--- src/rtl/compare_operand_loader_if.sv ---
//-----------------------------------------------------------------------------
// compare_operand_loader_if
//
// Bundles the operand-loader bus: the shared switch bus, the three raw
// buttons, and the held operand pair going to the magnitude comparator.
//
//   master : drives din/load/swap/clear, observes a_out/b_out/valid/state
//   slave  : the loader itself (inverse directions)
//
// Parameter: WIDTH - operand width in bits.
//-----------------------------------------------------------------------------
interface compare_operand_loader_if #(
  parameter int WIDTH = 4
);
  logic [WIDTH-1:0] din;
  logic             load;
  logic             swap;
  logic             clear;
  logic [WIDTH-1:0] a_out;
  logic [WIDTH-1:0] b_out;
  logic             valid;
  logic [1:0]       state;

  modport master (
    output din, load, swap, clear,
    input  a_out, b_out, valid, state
  );

  modport slave (
    input  din, load, swap, clear,
    output a_out, b_out, valid, state
  );
endinterface

--- src/rtl/compare_operand_loader.sv ---
//-----------------------------------------------------------------------------
// compare_operand_loader
//
// Operand stage in front of the 4-bit magnitude comparator. Two operands are
// captured one after the other from the shared switch bus with the load
// button and held on a_out/b_out; valid flags a complete pair. swap exchanges
// a complete pair, clear empties the stage.
//
// Ports:
//   clk        system clock, all state on its rising edge
//   rst        asynchronous, active-high reset
//   bus.din    switch bus, sampled on a load capture
//   bus.load   raw button (asynchronous)
//   bus.swap   raw button (asynchronous)
//   bus.clear  raw button (asynchronous)
//   bus.a_out  held operand A
//   bus.b_out  held operand B
//   bus.valid  high when a_out/b_out form a complete pair
//   bus.state  FSM state: 00 WAIT_A, 01 WAIT_B, 10 VALID
//
// Build option: define COMPARE_LOADER_DEBOUNCE_EN to insert a per-button
// debounce stage (DEBOUNCE_CYCLES stable cycles, must be >= 2) between the
// synchronizer and the edge detector. Without it, a press sampled first at
// edge k updates the registers at edge k+2; with it, at edge
// k+2+DEBOUNCE_CYCLES.
//-----------------------------------------------------------------------------
module compare_operand_loader #(
  parameter int WIDTH           = 4,
  parameter int DEBOUNCE_CYCLES = 16
) (
  input logic                     clk,
  input logic                     rst,
  compare_operand_loader_if.slave bus
);

  typedef enum logic [1:0] {
    WAIT_A = 2'b00,
    WAIT_B = 2'b01,
    VALID  = 2'b10
  } state_t;

  // Button bit positions inside the conditioning vectors.
  localparam int BTN_LOAD  = 0;
  localparam int BTN_SWAP  = 1;
  localparam int BTN_CLEAR = 2;

  logic [2:0] btn_raw;
  logic [2:0] sync1;
  logic [2:0] sync2;
  logic [2:0] level;   // conditioned button level fed to the edge detector
  logic [2:0] prev;
  logic [2:0] pulse;

  assign btn_raw = {bus.clear, bus.swap, bus.load};

  // Two-flop synchronizer for the asynchronous buttons.
  // NOTE: sequential state is always assigned with <= so every flop samples
  // the pre-edge value of its neighbour; '=' here would collapse the chain.
  always_ff @(posedge clk or posedge rst) begin
    if (rst) begin
      sync1 <= '0;
      sync2 <= '0;
    end else begin
      sync1 <= btn_raw;
      sync2 <= sync1;
    end
  end

`ifdef COMPARE_LOADER_DEBOUNCE_EN
  localparam int CNT_W = (DEBOUNCE_CYCLES > 2) ? $clog2(DEBOUNCE_CYCLES) : 1;
  localparam logic [CNT_W-1:0] CNT_LAST = CNT_W'(DEBOUNCE_CYCLES - 1);

  logic [CNT_W-1:0] db_cnt [3];
  logic [2:0]       db_level;

  // The debounced level only follows sync2 after it has disagreed for
  // DEBOUNCE_CYCLES consecutive edges; any agreement restarts the count.
  // NOTE: the counter array is a handful of flops, not a RAM, so every
  // element is cleared by the asynchronous reset like any other register.
  always_ff @(posedge clk or posedge rst) begin
    if (rst) begin
      for (int i = 0; i < 3; i++) db_cnt[i] <= '0;
      db_level <= '0;
    end else begin
      for (int i = 0; i < 3; i++) begin
        if (sync2[i] != db_level[i]) begin
          if (db_cnt[i] == CNT_LAST) begin
            db_level[i] <= ~db_level[i];
            db_cnt[i]   <= '0;
          end else begin
            db_cnt[i] <= db_cnt[i] + 1'b1;
          end
        end else begin
          db_cnt[i] <= '0;
        end
      end
    end
  end

  assign level = db_level;
`else
  assign level = sync2;
`endif

  // Rising-edge detect: one pulse per press, none on release.
  always_ff @(posedge clk or posedge rst) begin
    if (rst) prev <= '0;
    else     prev <= level;
  end

  assign pulse = level & ~prev;

  // Operand FSM: state register plus next-state/datapath logic.
  state_t           state_q, state_d;
  logic [WIDTH-1:0] a_q, a_d;
  logic [WIDTH-1:0] b_q, b_d;
  logic             valid_q, valid_d;

  always_ff @(posedge clk or posedge rst) begin
    if (rst) begin
      state_q <= WAIT_A;
      a_q     <= '0;
      b_q     <= '0;
      valid_q <= 1'b0;
    end else begin
      state_q <= state_d;
      a_q     <= a_d;
      b_q     <= b_d;
      valid_q <= valid_d;
    end
  end

  // Priority clear > load > swap; lower-priority pulses in the same cycle are
  // simply dropped.
  // NOTE: every signal is given its hold value first, so no path through the
  // case leaves one unassigned and no latch is inferred.
  always_comb begin
    state_d = state_q;
    a_d     = a_q;
    b_d     = b_q;

    if (pulse[BTN_CLEAR]) begin
      state_d = WAIT_A;
      a_d     = '0;
      b_d     = '0;
    end else begin
      case (state_q)
        WAIT_A: begin
          if (pulse[BTN_LOAD]) begin
            a_d     = bus.din;
            state_d = WAIT_B;
          end
        end
        WAIT_B: begin
          if (pulse[BTN_LOAD]) begin
            b_d     = bus.din;
            state_d = VALID;
          end
        end
        VALID: begin
          if (pulse[BTN_LOAD]) begin
            // A fresh A starts a new pair; the old B is kept until replaced.
            a_d     = bus.din;
            state_d = WAIT_B;
          end else if (pulse[BTN_SWAP]) begin
            a_d = b_q;
            b_d = a_q;
          end
        end
        default: begin
          // Illegal encoding 11: recover to an empty stage.
          state_d = WAIT_A;
          a_d     = '0;
          b_d     = '0;
        end
      endcase
    end
  end

  // valid is registered alongside state so it is a clean flop output and
  // tracks state == VALID exactly.
  assign valid_d = (state_d == VALID);

  assign bus.a_out = a_q;
  assign bus.b_out = b_q;
  assign bus.valid = valid_q;
  assign bus.state = state_q;

endmodule

--- src/flat_wrapper.sv ---
// flat-port wrapper written by rule: the top's interface ports become plain ports
module compare_operand_loader_flat 
#(
  parameter int WIDTH           = 4,
  parameter int DEBOUNCE_CYCLES = 16
)
  (clk, rst, bus_din, bus_load, bus_swap, bus_clear, bus_a_out, bus_b_out, bus_valid, bus_state);
  compare_operand_loader_if #(.WIDTH(WIDTH)) bus_i ();
  input logic clk;
  input logic rst;
  input wire logic [$bits(bus_i.din)-1:0] bus_din;
  input wire logic [$bits(bus_i.load)-1:0] bus_load;
  input wire logic [$bits(bus_i.swap)-1:0] bus_swap;
  input wire logic [$bits(bus_i.clear)-1:0] bus_clear;
  output wire logic [$bits(bus_i.a_out)-1:0] bus_a_out;
  output wire logic [$bits(bus_i.b_out)-1:0] bus_b_out;
  output wire logic [$bits(bus_i.valid)-1:0] bus_valid;
  output wire logic [$bits(bus_i.state)-1:0] bus_state;
  assign bus_i.din = bus_din;
  assign bus_i.load = bus_load;
  assign bus_i.swap = bus_swap;
  assign bus_i.clear = bus_clear;
  assign bus_a_out = bus_i.a_out;
  assign bus_b_out = bus_i.b_out;
  assign bus_valid = bus_i.valid;
  assign bus_state = bus_i.state;
  compare_operand_loader #(.WIDTH(WIDTH), .DEBOUNCE_CYCLES(DEBOUNCE_CYCLES)) u_core (.clk(clk), .rst(rst), .bus(bus_i));
endmodule
--- config.mk ---
export PLATFORM = sky130hd
export DESIGN_NAME = compare_operand_loader_flat
export DESIGN_NICKNAME = d
export VERILOG_FILES = /design/src/rtl/compare_operand_loader_if.sv /design/src/rtl/compare_operand_loader.sv /design/src/flat_wrapper.sv
export SDC_FILE = /design/constraint.sdc
export NUM_CORES = 1
export LEC_CHECK = 0
export ABC_AREA = 1
export BUFFER_PORTS_ARGS = -buffer_cell sky130_fd_sc_hd__buf_4
export CORE_MARGIN = 5
export CORE_UTILIZATION = 47
export DETAILED_ROUTE_END_ITERATION = 12
export PLACE_DENSITY = 0.73
export RECOVER_POWER = 100
export SYNTH_ARGS = -nofsm -noshare
export SYNTH_HDL_FRONTEND = slang
export SYNTH_SLANG_ARGS = --single-unit
--- constraint.sdc ---
create_clock -name clk -period 1.2 [get_ports clk]
set_input_delay 0.24 -clock clk [delete_from_list [all_inputs] [get_ports clk]]
set_output_delay 0.24 -clock clk [all_outputs]
set_load 0.01 [all_outputs]
==> flow_summary_export.csv, run 1 <==
group,metric,value,unit
outcome,status,"finished, violations left",
outcome,violations,"setup timing",
timing,setup-violations-final,13,
power,p_leak,0.666,nW
clocking,cts_buffers,3,
timing,rsz0062_at_grt,"true",
die,chipHeight,56.1,um
layout,drive_gt1_share,41.9,%
detailed_routing,wl_met2,1170,um
clocking,insertion_delay,0.30,ns
clocking,htreeDepth,1,
worst_hold_path,hold_path_class,"input port to flip-flop",
detailed_routing,wl_per_cell,13.7,um
global_route,grt_max_degree,21,
run,maxCapViolations,0,
layout,num_antenna_cells,0,
global_route,grt_overflow_total,0,
layout,mostFrequentLayoutCells,"41 x nand2_1, 19 x dfrtp_1, 12 x buf_4",
timing,slew-limit-headroom,67.4,%
die,core,2000,sq um
synthesis,synth_cell_types,18,
timing,layout_min_cycle_time,1.30,ns
critical_path,crit_required,1.40,ns
detailed_routing,routed.top_layer,"met4",
synthesis,syn_nets,129,
synthesis,yosys-top-cells-area,"dfrtp_1 50%, nand2_1 17%, nand3_1 6.5%",
power,powerDensity,2220,nW/um^2
timing,maxSlewViolCount,0,
global_route,grt_pass1_wl,3840,um
synthesis,synth_area_leader_cell,"dfrtp_1",
synthesis,syn-cell-area,1000,sq um
die,start_util,49.9,%
synthesis,synth_cells,116,
die,pin_count,20,
synthesis,yosysSeqAreaShare,50.1,%
detailed_routing,wl_met1,1080,um
critical_path,path_class,"flip-flop to flip-flop",
clocking,cts_tree,"built",
detailed_routing,vias,892,
timing,whs,0.0570,ns
detailed_routing,wl_met3,104,um
timing,worstMarginPinSlew,0.489,ns
timing,fin_tns_setup,-0.956,ns
layout,multi_input_area,541,sq um
timing,achievable-frequency,772,MHz
detailed_routing,first_iter_violations,22,
timing,finalCritPeriodShare,108,%
placement,dp_hpwl,1630,um
clocking,root_buffer,"clkbuf_4",
detailed_routing,drt_first_pass_iters,4,
detailed_routing,drt-vias-per-instance,5.10,
placement,place_area,1220,sq um
placement,place_congestion,0.840,
clocking,clockBufferDepth,2,
global_route,antenna_found_initial,0,
timing,timing.final.ws_setup,-0.0961,ns
placement,port_buffers,19,
critical_path,end_kind,"flip-flop",
layout,regArea,502,sq um
power,finalPower,3.05,mW
die,dieArea,3150,sq um
layout,fillers,159,
placement,place_ws,-0.127,ns
placement,placedCellCount,166,
global_route,grt_pass1_vias,886,
detailed_routing,wirelength,2390,um
layout,syn_to_final_growth,37.3,%
synthesis,post-synth-top-area-fraction,50.1,%
synthesis,yosysWarningCount,0,
layout,final_common_cell,"nand2_1",
layout,fin_util,68.6,%
die,num_rows,16,
timing,fin_skew,0.00399,ns
power,peakVddDrop,0.00125,V
synthesis,avgSynthCellArea,8.62,sq um
clocking,clk_pin_slew,0.11,ns
timing,finalHoldViolCount,0,
layout,layout.cells.non_filler,175,
layout,final_area,1370,sq um
detailed_routing,route.detailed.drc,0,
die,die-width,56.1,um
clocking,cts.sinks,20,
detailed_routing,detail-route-antenna-nets,0,
global_route,grtUsageTotal,15.6,%
critical_path,start_kind,"flip-flop",
layout,nets,162,
critical_path,cp_max_fo,5,
synthesis,yosys_register_bits,20,
critical_path,critPathArrivalTime,1.50,ns
routing by layer:
layer / track usage (%) / vias to the layer above
li1: - / 430
met1: 18.8 / 431
met2: 26.0 / 26
met3: 3.48 / 5
met4: 7.46 / 0
met5: 0 / -
state kept, by name, summed over array words and instances, names as in the netlist:
signal and count:
u_core.bus.b_out 4, u_core.prev 3, u_core.level 3, u_core.bus.a_out 4, u_core.bus.state 2, u_core.bus.valid 1
u_core.sync1 3
cell type report:
cell class / instances / share of cell area [%]
clock buffers: 4 / 2.64
inverters: 8 / 2.55
multi-input cells: 84 / 39.4
flip-flops and latches: 20 / 36.6
well taps: 27 / 2.46
repair buffers: 32 / 16.4
path summary, 6_finish.rpt:
| path | to | depth (start not counted) | slack, ns | from |
|---|---|---|---|---|
| setup / recovery | u_core.bus.b_out[3] | 7 | -0.1 | u_core.bus.state[0] |
| min in group asynchronous | u_core.level[2] | 4 | 0.58 | rst |
| setup reg to reg | u_core.bus.b_out[3] | 7 | -0.1 | u_core.bus.state[0] |
| max in group asynchronous | u_core.bus.state[1] | 4 | 0.27 | rst |
| hold / removal | u_core.sync1[2] | 1 | 0.06 | bus_clear |
| hold reg to reg | u_core.level[0] | 0 | 0.36 | u_core.sync1[0] |
what timing repair did:
| action | 4_1_cts | 5_1_grt |
|---|---|---|
| endpoints found under the hold margin | 20 | 0 |
| setup buffers | 2 | 2 |
| resized for setup | 19 | 8 |
| setup endpoints to repair | 11 | 13 |
| pin swaps | 12 | 6 |
| hold buffers | 1 | 0 |
cells in the mapped netlist (all sizes together):
| master | number |
|---|---|
| a21oi | 7 |
| buf | 3 |
| clkbuf | 1 |
| dfrtp | 20 |
| ha | 4 |
| inv | 8 |
| nand2 | 51 |
| nand3 | 16 |
| nand4 | 1 |
| nor2 | 4 |
| nor3 | 1 |
worst max-delay path: stages (launching register included):
cell     delay [ns]
dfrtp_1        0.42
inv_2          0.12
ha_4           0.18
nand3_2        0.09
nand2_1        0.10
nand2_2        0.10
nand3_1        0.12
nand2_1        0.06
kinds of logic after synthesis:
family / after synthesis / synth area share [%]
buf+inv: 12 / 6.51
fa+ha+maj: 4 / 5.01
simple gates: 73 / 34.5
compound gates: 7 / 3.88
flops: 20 / 50.1
where the power goes:
part / internal (mW) / switching (mW) / total (mW)
logic: 0.755 / 0.966 / 1.72
clock network: 0.185 / 0.203 / 0.389
registers: 0.811 / 0.132 / 0.943
(Power assumes the default switching activity.)
==> run 2, diff against run 1 <==
--- a/config.mk
+++ b/config.mk
@@ -5,8 +5,9 @@
 export SDC_FILE = /design/constraint.sdc
 export NUM_CORES = 1
 export LEC_CHECK = 0
-export ABC_AREA = 1
+export ABC_AREA = 0
 export BUFFER_PORTS_ARGS = -buffer_cell sky130_fd_sc_hd__buf_4
+export CAP_MARGIN = 30
 export CORE_MARGIN = 5
 export CORE_UTILIZATION = 47
 export DETAILED_ROUTE_END_ITERATION = 12
==> flow_summary_export.csv, run 2 <==
group,metric,value,unit
outcome,status,"finished, violations left",
outcome,violations,"setup timing",
global_route,gr-usage-met1,21.1,%
die,chipHeight,55.0,um
timing,achievable-frequency,706,MHz
die,num_rows,16,
worst_hold_path,hold_path_class,"input port to flip-flop",
layout,fin_util,69.0,%
synthesis,synth_top_family_by_area,"compound AO/OA/AOI/OAI gates",
worst_hold_path,min_from,"bus_clear",
global_route,grt_use_met3,3.75,%
synthesis,synth_fa_ha_area_share,5.27,%
die,pin_count,20,
synthesis,async_reset_ff_share,100,%
critical_path,path_cells,"inv_4 -> ha_4 -> a21o_1 -> a32o_1 -> a22o_1",
layout,syn_to_final_growth,41.1,%
layout,fillers,165,
synthesis,synth_ff_type,"dfrtp_1",
placement,dp_hpwl,1540,um
detailed_routing,drt-vias-per-instance,5.44,
synthesis,synthSimpleGateAreaFrac,14.4,%
clocking,htreeDepth,1,
timing,finalCritPeriodShare,118,%
global_route,grt_pass1_vias,776,
global_route,antenna_found_initial,0,
synthesis,yosys-top-cells-area,"dfrtp_1 53%, a22o_1 7.4%, ha_1 5.3%",
run,maxCapViolations,0,
placement,place_ws,-0.189,ns
global_route,top_usage_layer,"met2",
power,p_leak,0.620,nW
power,power.switching,1.12,mW
critical_path,path_class,"flip-flop to flip-flop",
synthesis,synth_common_cells,"20 x dfrtp_1, 8 x a22o_1, 8 x nand2_1, 7 x nand3_1, 5 x mux2i_1",
critical_path,cp_slowest_cell,"dfrtp_2",
synthesis,yosysSeqAreaShare,52.7,%
synthesis,post-synth-top-area-fraction,52.7,%
clocking,cts_buffers,3,
synthesis,avgSynthCellArea,11.6,sq um
synthesis,syn_nets,95,
timing,rsz0062_at_grt,"true",
synthesis,synth_cells,82,
detailed_routing,route.detailed.drc,0,
detailed_routing,first_iter_violations,9,
power,peakVddDrop,0.00126,V
synthesis,synth_cell_types,26,
power,power_frac_comb,55.7,%
die,die-width,55.0,um
timing,fin_tns_setup,-1.92,ns
synthesis,synth_area_leader_cell,"dfrtp_1",
timing,timing.final.ws_setup,-0.216,ns
placement,port_buffers,19,
critical_path,start_kind,"flip-flop",
detailed_routing,wirelength,2200,um
synthesis,yosysWarningCount,0,
synthesis,synth_edf_count,0,
layout,final_common_cell,"dfrtp_1",
clocking,clk_pin_slew,0.12,ns
power,internal_power,1.84,mW
detailed_routing,wl_per_cell,15.3,um
timing,finalHoldViolCount,0,
critical_path,cp.buffers_inverters,1,
timing,fin_skew,0.00743,ns
synthesis,yosys-mux-area-fraction,5.27,%
power,powerDensity,2210,nW/um^2
power,pwr-share-clk,13.4,%
detailed_routing,vias,784,
synthesis,yosysMostFrequentCell,"dfrtp_1",
synthesis,syn-cell-area,950,sq um
die,core,1940,sq um
critical_path,slowest_delay,0.43,ns
timing,setup-violations-final,13,
critical_path,critPathArrivalTime,1.61,ns
global_route,grt_pass1_wl,3330,um
power,p_seq_share,30.8,%
global_route,grtUsageTotal,16.6,%
critical_path,critical-path-top-delay-family,"compound AO/OA/AOI/OAI gates",
critical_path,r2r-start,"u_core.bus.state[0]",
clocking,insertion_delay,0.30,ns
layout,num_antenna_cells,0,
critical_path,end_kind,"flip-flop",
detailed_routing,drt_first_pass_iters,4,
synthesis,synth-xor-area-share,0,%
timing,maxSlewViolCount,0,
clocking,cts_tree,"built",
global_route,grt_overflow_total,0,
timing,layout_min_cycle_time,1.42,ns
layout,drive_gt1_share,40.2,%
layout,regArea,503,sq um
synthesis,yosys_register_bits,20,
global_route,grt_max_degree,21,
clocking,clockBufferDepth,2,
placement,place_area,1210,sq um
detailed_routing,detail-route-antenna-nets,0,
layout,final_area,1340,sq um
die,dieArea,3020,sq um
clocking,cts.sinks,20,
power,finalPower,2.96,mW
layout,mostFrequentLayoutCells,"18 x dfrtp_1, 14 x buf_4, 8 x nand2_1, 8 x a22o_1, 8 x clkbuf_1",
global_route,use_met2,24.4,%
timing,worstMarginPinSlew,0.507,ns
critical_path,cp_max_fo,8,
timing,slew-limit-headroom,66.2,%
layout,nets,131,
synthesis,synth_compound_area_share,18.1,%
critical_path,crit_required,1.40,ns
layout,multi_input_area,484,sq um
power,swShare,37.8,%
die,start_util,48.9,%
clocking,root_buffer,"clkbuf_4",
critical_path,worstSetupStartpoint,"u_core.bus.state[0]",
placement,place_congestion,0.936,
==> run 2: changes by cell type in the layout (fill, tap and decap cells not counted), sizes merged, moves of 4 or more <==
cell	before	now
nand3	16	8
inv	8	4
mux2i	0	5
a22o	0	8
nand2	51	8
==> run 2: what timing repair did <==
item                                    in CTS  in global routing
resized for setup                            3                 15
hold buffers                                 1                  0
hold endpoints to repair                    20                  0
endpoints found under the setup margin      12                 13
setup buffers                                2                  2
pin swaps                                    1                 10
==> run 2: path summary, 6_finish.rpt <==
check,depth (start not counted),endpoint,slack (ns)
worst max-delay path,5,u_core.bus.a_out[0],-0.22
worst min-delay path,1,u_core.sync1[2],0.06
worst max register to register,5,u_core.bus.a_out[0],-0.22
worst min register to register,0,u_core.level[0],0.36
max in group asynchronous,4,u_core.bus.state[0],0.24
min in group asynchronous,4,u_core.bus.a_out[2],0.59
==> run 2: kinds of logic (layout without fill, tap and decap cells) <==
family,Yosys count,count (layout)
simple gates,25,25
compound gates,20,20
flops,20,20
buf+inv,8,43
mux,5,5
fa+ha+maj,4,4
==> run 2: layout make-up <==
type / instances / share of cell area (%)
Sequential cell: 20 / 37.5
Multi-Input combinational cell: 54 / 36.1
Timing Repair Buffer: 35 / 19.8
Clock buffer: 4 / 2.71
Tap cell: 27 / 2.52
Inverter: 4 / 1.31
==> run 2: layer usage <==
metal / vias to the layer above / share of wire, %
li1: 368 / -
met1: 381 / 44
met2: 26 / 48
met3: 9 / 4.2
met4: 0 / 4.0
met5: - / 0
==> run 2: worst reg2reg max path, cell delays in order (launching register included) <==
cell,delay (ns)
dfrtp_2,0.43
inv_4,0.06
ha_4,0.19
a21o_1,0.21
a32o_1,0.21
a22o_1,0.21
==> run 2: per-stage QoR <==
| step | hold WS (ns) | instances |
|---|---|---|
| after floorplan | 0.204 | 82 |
| after global placement | 0.286 | 135 |
| after detailed placement | 0.290 | 135 |
| after CTS | 0.0251 | 142 |
| after global routing | 0.0395 | 144 |
| final | 0.0604 | 144 |
==> run 2: power groups by stage <==
| stage | sequential (mW) | combinational, mW | clock (mW) |
|---|---|---|---|
| 6_report | 0.912 | 1.65 | 0.398 |
| 5_1_grt | 0.932 | 1.77 | 0.440 |
| 4_1_cts | 0.913 | 1.44 | 0.410 |
| 3_5_place_dp | 0.927 | 1.37 | 0 |
| 3_3_place_gp | 0.916 | 1.34 | 0 |
| 2_1_floorplan | 0.966 | 0.881 | 0 |
